`src/rtl/regfile_pkg.sv`:
```
// Shared types and display-select codes for the register-file datapath.
package regfile_pkg;

  typedef enum logic {
    IDLE     = 1'b0,
    CLEARING = 1'b1
  } state_t;

  localparam logic [1:0] SEL_ADDR   = 2'd0;
  localparam logic [1:0] SEL_RDATA  = 2'd1;
  localparam logic [1:0] SEL_WDATA  = 2'd2;
  localparam logic [1:0] SEL_STATUS = 2'd3;

endpackage

```
`src/rtl/regfile_ctrl_addr_counter.sv`:
```
// AW-bit up/down address pointer. It wraps modulo 2**AW.
// Simultaneous inc and dec cancel. load_zero takes priority over both.
module addr_counter #(
  parameter int AW = 4
) (
  input  logic          hwclk,
  input  logic          reset,
  input  logic          inc,
  input  logic          dec,
  input  logic          load_zero,
  output logic [AW-1:0] count
);

  logic [AW-1:0] r_count;

  // Pointer update: reset/load-zero first, then a single-direction step.
  always_ff @(posedge hwclk) begin
    if (reset || load_zero) begin
      r_count <= '0;
    end else if (inc && !dec) begin
      r_count <= r_count + 1'b1;
    end else if (dec && !inc) begin
      r_count <= r_count - 1'b1;
    end
  end

  assign count = r_count;

endmodule

```
`src/rtl/regfile_ctrl.sv`:
```
// Register-file datapath behind the pushbutton FSM. It holds a small memory,
// an address pointer, a read latch, a clear sweeper and a registered display mux.
//
//   state    | meaning
//   IDLE     | accepts read/write/inc/dec strobes; clear starts a sweep
//   CLEARING | zeroes one entry per cycle; all strobes ignored
module regfile_ctrl
  import regfile_pkg::*;
#(
  parameter int DEPTH = 16,
  parameter int WIDTH = 8,
  parameter int AW    = $clog2(DEPTH)
) (
  input  logic             hwclk,
  input  logic             reset,
  input  logic             clear,
  input  logic             read,
  input  logic             write,
  input  logic             enable_increment,
  input  logic             enable_decrement,
  input  logic [1:0]       output_select,
  input  logic [WIDTH-1:0] wdata,
  output logic [AW-1:0]    addr,
  output logic [WIDTH-1:0] rdata,
  output logic [WIDTH-1:0] disp_val,
  output logic             busy,
  output logic             clear_done
);

  state_t           r_state;
  logic [AW-1:0]    r_idx;
  logic [WIDTH-1:0] r_rdata;
  logic [WIDTH-1:0] r_disp;
  logic             r_busy;
  logic             r_clear_done;
  logic [WIDTH-1:0] r_mem [DEPTH];

  logic             w_idle_cmd;
  logic             w_last;
  logic [AW-1:0]    w_addr;
  logic [WIDTH-1:0] w_addr_ext;
  logic [WIDTH-1:0] w_status;

  // Normal commands only count in IDLE, and only when clear is not also asserted.
  assign w_idle_cmd = (r_state == IDLE) && !clear;
  assign w_last     = (r_state == CLEARING) && (r_idx == AW'(DEPTH - 1));

  addr_counter #(.AW(AW)) u_addr (
    .hwclk     (hwclk),
    .reset     (reset),
    .inc       (w_idle_cmd && enable_increment),
    .dec       (w_idle_cmd && enable_decrement),
    .load_zero (w_last),
    .count     (w_addr)
  );

  // The zero-extended pointer is reused by the status byte. There, the
  // top two bits overwrite any address bits that do not fit.
  assign w_addr_ext = WIDTH'(w_addr);
  assign w_status   = {r_busy, r_clear_done, w_addr_ext[WIDTH-3:0]};

  // Control FSM with registered busy, clear_done and read latch.
  always_ff @(posedge hwclk) begin
    if (reset) begin
      r_state      <= IDLE;
      r_idx        <= '0;
      r_busy       <= 1'b0;
      r_clear_done <= 1'b0;
      r_rdata      <= '0;
    end else begin
      r_clear_done <= 1'b0;
      case (r_state)
        IDLE: begin
          if (clear) begin
            r_state <= CLEARING;
            r_busy  <= 1'b1;
            r_idx   <= '0;
          end else if (read) begin
            r_rdata <= r_mem[w_addr];
          end
        end
        CLEARING: begin
          r_idx <= r_idx + 1'b1;
          if (w_last) begin
            r_state      <= IDLE;
            r_busy       <= 1'b0;
            r_rdata      <= '0;
            r_clear_done <= 1'b1;
          end
        end
        default: r_state <= IDLE;
      endcase
    end
  end

  // The memory has no reset. Reset only blocks writes, so a sweep cut
  // short by reset leaves its unswept entries untouched.
  always_ff @(posedge hwclk) begin
    if (!reset) begin
      if (r_state == CLEARING) begin
        r_mem[r_idx] <= '0;
      end else if (w_idle_cmd && write) begin
        r_mem[w_addr] <= wdata;
      end
    end
  end

  // Display register. It follows the selected source one cycle late.
  always_ff @(posedge hwclk) begin
    if (reset) begin
      r_disp <= '0;
    end else begin
      case (output_select)
        SEL_ADDR:   r_disp <= w_addr_ext;
        SEL_RDATA:  r_disp <= r_rdata;
        SEL_WDATA:  r_disp <= wdata;
        SEL_STATUS: r_disp <= w_status;
        default:    r_disp <= '0;
      endcase
    end
  end

  assign addr       = w_addr;
  assign rdata      = r_rdata;
  assign disp_val   = r_disp;
  assign busy       = r_busy;
  assign clear_done = r_clear_done;

endmodule

```
`config.mk`:
```
export PLATFORM = sky130hd
export DESIGN_NAME = regfile_ctrl
export DESIGN_NICKNAME = d
export VERILOG_FILES = /design/src/rtl/regfile_pkg.sv /design/src/rtl/regfile_ctrl_addr_counter.sv /design/src/rtl/regfile_ctrl.sv
export SDC_FILE = /design/constraint.sdc
export NUM_CORES = 1
export LEC_CHECK = 0
export ABC_CLOCK_PERIOD_IN_PS = 4500
export CORE_AREA = 2 2 110 112
export DETAILED_ROUTE_END_ITERATION = 16
export DIE_AREA = 0 0 112 114
export GPL_ROUTABILITY_DRIVEN = 1
export PLACE_DENSITY = 0.75
export SLEW_MARGIN = 15
export SYNTH_ARGS = -nofsm -noshare
export SYNTH_HDL_FRONTEND = slang
export SYNTH_SLANG_ARGS = --single-unit
```
`constraint.sdc`:
```
create_clock -name hwclk -period 4.5 [get_ports hwclk]
set_clock_uncertainty 0.15 [all_clocks]
set_input_delay 0.45 -clock hwclk [delete_from_list [all_inputs] [get_ports hwclk]]
set_output_delay 0.45 -clock hwclk [all_outputs]
set_load 0.01 [all_outputs]
```
==> results of run 1 <==
==> registers in the layout, summed over array words and instances, names as in the netlist, named ones only <==
register / flops
rdata: 8
r_state: 1
u_addr.count: 4
busy: 1
r_idx: 4
r_mem: 128
clear_done: 1
disp_val: 8
==> synthesized netlist by cell type, types with 3 or more instances <==
master	instances
mux4_2	32
mux2i_1	21
a2bb2oi_1	8
a21oi_1	11
edfxtp_1	128
nor3b_1	3
o21ai_1	4
ha_1	4
nor2_1	37
a22oi_1	9
nand2b_1	3
buf_1	3
nand2_1	12
inv_1	4
o21ai_0	5
buf_2	5
and2_2	8
dfxtp_1	31
==> power by group <==
group / internal [mW] / total, mW / switching, mW
registers: 1.61 / 1.66 / 0.0562
logic: 0.179 / 0.337 / 0.158
clock network: 0.855 / 1.39 / 0.532
total: 2.64 / 3.39 / 0.746
==> area by class of cell <==
cell class / instances / area, sq um / area share [%]
Clock buffer: 17 / 425 / 5.73
Clock inverter: 13 / 149 / 2.01
Inverter: 4 / 15.0 / 0.202
Multi-Input combinational cell: 184 / 1780 / 23.9
Sequential cell: 159 / 4470 / 60.2
Tap cell: 147 / 184 / 2.48
Timing Repair Buffer: 42 / 410 / 5.53
==> per-stage QoR <==
step	hold slack [ns]	instance area, sq um
finish	0.366	7430
global route	0.408	7430
CTS	0.375	7420
detailed placement	0.350	6850
global placement	0.343	6850
floorplan	0.348	6360
==> routing by layer <==
| layer | vias up | wire [um] | global-route usage (%) |
|---|---|---|---|
| met3 | 38 | 844 | 5.90 |
| met5 | - | 0 | 0 |
| met4 | 0 | 499 | 10.7 |
| met1 | 1729 | 5750 | 31.1 |
| li1 | 1516 | - | - |
| met2 | 119 | 5820 | 31.4 |
==> kinds of logic after synthesis <==
kind of cell               Yosys count  share of synthesized area (%)
and+or+nand+nor                     76                           6.14
buffers and inverters               20                           1.91
DFF                                159                           70.2
xor gates and xnor gates             3                          0.413
muxes                               56                           15.2
adders and majority gates            5                           1.10
AOI/OAI and AO/OA                   44                           5.04
==> worst paths after layout <==
| check | start | end |
|---|---|---|
| hold / removal | rdata[7]$_SDFFE_PP0P_ | rdata[7]$_SDFFE_PP0P_ |
| setup / recovery | clear | r_mem[6][2]$_DFFE_PP_ |
| setup reg to reg | r_state$_SDFF_PP0_ | r_mem[6][2]$_DFFE_PP_ |
| hold reg to reg | rdata[7]$_SDFFE_PP0P_ | rdata[7]$_SDFFE_PP0P_ |
==> worst max-delay path, stage by stage <==
cell	delay [ns]
clkdlybuf4s50_1	0.55
nor4b_4	0.97
mux2i_1	0.32
nand2_1	0.16
nor2_1	0.63
==> impl_metrics.toml, run 1 <==
[timing]
setup_viol = 0
worst_pin_slew_ns = 1.04
slew_viol_final = 0
hold_violations = 0
period_share_pct = 70.9
fin_ws_ns = 1.31
fmax_ghz = 0.313
grt_setup_unrepaired = "no"
fin_crit_ns = 3.19
setup_tns_ns = 0
maxSlewHeadroom_pct = 30.7

[clock_tree]
clockBufferDepth = 2
hold_buffers = 0
cts_tree = "done"
cts_buffers = 17
post-cts-setup-buffer-count = 0
insertion_delay_ns = 0.42
h-tree-depth = 4
clk_pin_slew_ns = 0.06
cts.sinks = 159
cts-root-buf = "clkbuf_16"
post_cts_resize_count = 0

[synthesis]
ys_warn_count = 0
synth_cells = 363
yosys_register_bits = 159
ys_seq_area_share_pct = 70.2
synth_edf_count = 128
yosys-top-cells-area = "edfxtp_1, mux4_2, dfxtp_1"
syn_nets = 385
yosys_most_used_dff = "edfxtp_1"
syn_avg_cell_area_sq_um = 17.5
ys_types = 42
netlist.area_leader.share_pct = 60.4
synthArstFlopShare_pct = 0
netlist_area_sq_um = 6360
yosys.area.top_type = "edfxtp_1"

[floorplanning]
start_util_pct = 54.3
core-area_sq_um = 11700
rows = 40
ios = 39
die_w_um = 112
dieArea_sq_um = 12800
dieHeight_um = 114

[global_routing]
first_global_vias = 3438
track_usage_pct = 21.7
grt-ovfl-total = 0
grt_first_pass_wirelength_um = 20200
antenna_found_initial = 0
grt_max_degree = 33

[finish]
final_nets = 430
n_fill_cell = 827
instances_no_fill = 566
fin_util_pct = 63.4
final_common_cell = "edfxtp_1"
area_growth_pct = 16.7
final_cell_mix = "edfxtp_1, clkdlybuf4s50_1, nor2_1"
antennaDiodeCount = 0
layout-drive-gt1-share_pct = 19.3

[routing]
remaining_drc_errors = 0
vias = 3402
routed_via_density = 6.01
drt_iter0_drc = 289
firstDrtPassIters = 4
routed_wl_um = 12900
wl_per_cell_um = 22.8
ant_nets = 0

[worst_setup_path]
crit_arrival_ns = 3.09
cp-start-kind = "primary input"
setup.worst_path.end_class = "flop"
cp_max_fo = 18
rr_worst_depth = 4
path_class = "primary input to flop"
reg2reg_slack_ns = 1.44
cp.required_ns = 4.40

[status]
status = "completed"

[place]
port_buffers = 38
preCtsSetupSlack_ns = 0.826
globalplace.congestion = 0.806
dp.cells = 536
dp_hpwl_um = 8720

[pwr]
p_leak_nw = 2.49
irDropWorstVdd_mv = 0.235
power_per_cell_area_nw_per_um2 = 456
power.total_mw = 3.39

[worst_hold_path]
hold_path_class = "flop to flop"
holdPathStages = 2

[run]
maxCapViolCount = 0
No activity file was read; power rests on OpenSTA's default activity.
==> run 2: changes to the inputs <==
ABC_CLOCK_PERIOD_IN_PS = 2620   (was 4500)
CORE_AREA = 2 2 113 115   (was 2 2 110 112)
DIE_AREA = 0 0 115 117   (was 0 0 112 114)
PLACE_DENSITY = 0.74   (was 0.75)
clock period = 2.62 ns   (was 4.5 ns; I/O delays follow)
==> run 2 against run 1 <==
  * First-iteration DRC count rose by 23%
  * Global-route usage fell by 0.47 points
  * Utilization fell by 1.0 points
  * Sequential power rose by 69%
  * Count of clock-buffer cells in the layout rose by 4
  * Worst setup slack got worse by 1.0 ns
  * Critical path depth rose by 1
  * Clock power rose by 76%
  * Cell count rose by 6.2%
  * Via count rose by 2.7%
  * Combinational power rose by 95%
  * Flip-flop and latch count did not move
  * Highest routed layer unchanged
==> impl_metrics.toml, run 2 (same netlist as run 1, synthesis figures left out) <==
[finish]
antennaDiodeCount = 0
final_common_cell = "edfxtp_1"
area_growth_pct = 20.8
instances_no_fill = 601
largest_register = "r_mem"
design_area_sq_um = 7680
final_cell_mix = "edfxtp_1, clkdlybuf4s50_1, nor2_1"
layout-drive-gt1-share_pct = 24.4
largest_reg_flops = 128
final_nets = 460

[run]
maxCapViolCount = 0

[pwr]
swShare_pct = 22.0
irDropWorstVdd_mv = 0.448
p_leak_nw = 2.65
power_per_cell_area_nw_per_um2 = 770
internal_power_mw = 4.62
pwr-share-seq_pct = 47.4
power.total_mw = 5.92
clockPowerShare_pct = 41.5
switchingPower_mw = 1.30
power_frac_comb_pct = 11.1

[clock_tree]
cts_tree = "done"
clockBufferDepth = 2
hold_buffers = 0
insertion_delay_ns = 0.41
cts_buffers = 17
post-cts-setup-buffer-count = 0
clk_pin_slew_ns = 0.06
cts.sinks = 159
cts-root-buf = "clkbuf_16"
post_cts_resize_count = 0
h-tree-depth = 4

[place]
globalplace.congestion = 0.931
dp_hpwl_um = 8610
port_buffers = 38
place_area_sq_um = 7090
dp.cells = 569

[routing]
wl_per_cell_um = 22.2
firstDrtPassIters = 5
routed_via_density = 5.81
remaining_drc_errors = 0
routed_wl_um = 13300
ant_nets = 0
vias = 3493
drt_iter0_drc = 355

[floorplanning]
dieHeight_um = 117
core-area_sq_um = 12300
die_w_um = 115
start_util_pct = 51.7
rows = 41
ios = 39
dieArea_sq_um = 13500

[worst_hold_path]
hold_path_class = "flop to flop"

[global_routing]
grt_max_degree = 33
grt-ovfl-total = 0
antenna_found_initial = 0
track_usage_pct = 21.3
grt_first_pass_wirelength_um = 20400
first_global_vias = 3496

[worst_setup_path]
cp-start-kind = "primary input"
cp.required_ns = 2.51
path_class = "primary input to flop"
setup.worst_path.end_class = "flop"
crit_arrival_ns = 2.24
cp_max_fo = 8

[timing]
hold_ws_ns = 0.355
fin_crit_ns = 2.35
slew_viol_final = 0
period_share_pct = 89.8
worst_pin_slew_ns = 0.828
hold_violations = 0
setup_tns_ns = 0
maxSlewHeadroom_pct = 44.6
grt_setup_unrepaired = "no"
fmax_ghz = 0.425
setup_viol = 0

[status]
status = "completed"
[run 2: power by group through the flow]
stage | sequential, mW | clock [mW] | combinational [mW]
after floorplan | 2.86 | 0 | 0.421
after global placement | 2.86 | 0 | 0.651
after detailed placement | 2.86 | 0 | 0.657
after CTS | 2.81 | 2.48 | 0.664
after global routing | 2.81 | 2.58 | 0.708
final | 2.81 | 2.45 | 0.658
[run 2: path summary, 6_finish.rpt]
path	slack (ns)	end	from	depth (start not counted)
hold reg to reg	0.35	rdata[6]$_SDFFE_PP0P_	rdata[6]$_SDFFE_PP0P_	2
hold / removal	0.35	rdata[6]$_SDFFE_PP0P_	rdata[6]$_SDFFE_PP0P_	2
setup / recovery	0.27	r_mem[13][3]$_DFFE_PP_	clear	6
setup reg to reg	0.30	r_mem[13][3]$_DFFE_PP_	r_state$_SDFF_PP0_	5
[run 2: layer usage]
| metal | routed length [um] | global-route usage (%) | vias up |
|---|---|---|---|
| li1 | - | - | 1576 |
| met1 | 5790 | 29.4 | 1760 |
| met2 | 6450 | 33.8 | 133 |
| met3 | 749 | 4.38 | 24 |
| met4 | 340 | 8.19 | 0 |
| met5 | 0 | 0 | - |
[run 2: through the flow]
stage	utilization, %	worst slack, ns
floorplan	-	0.186
global placement	57.6	-0.0758
detailed placement	57.6	-0.146
CTS	62.4	0.287
global route	62.4	0.114
finish	62.4	0.267
[run 2: final cells by class]
type,instances,area (sq um)
clock buffers,21,450
clock inverters,11,141
fillers,870,4630
inverters,4,15.0
multi-input cells,184,1780
flip-flops and latches,159,4460
well taps,150,188
repair buffers,72,648
[run 2: critical path: stages]
cell	delay [ns]
clkdlybuf4s50_1	0.51
nor4b_4	0.31
buf_4	0.20
mux2_4	0.17
nand2_1	0.10
nor2_1	0.67
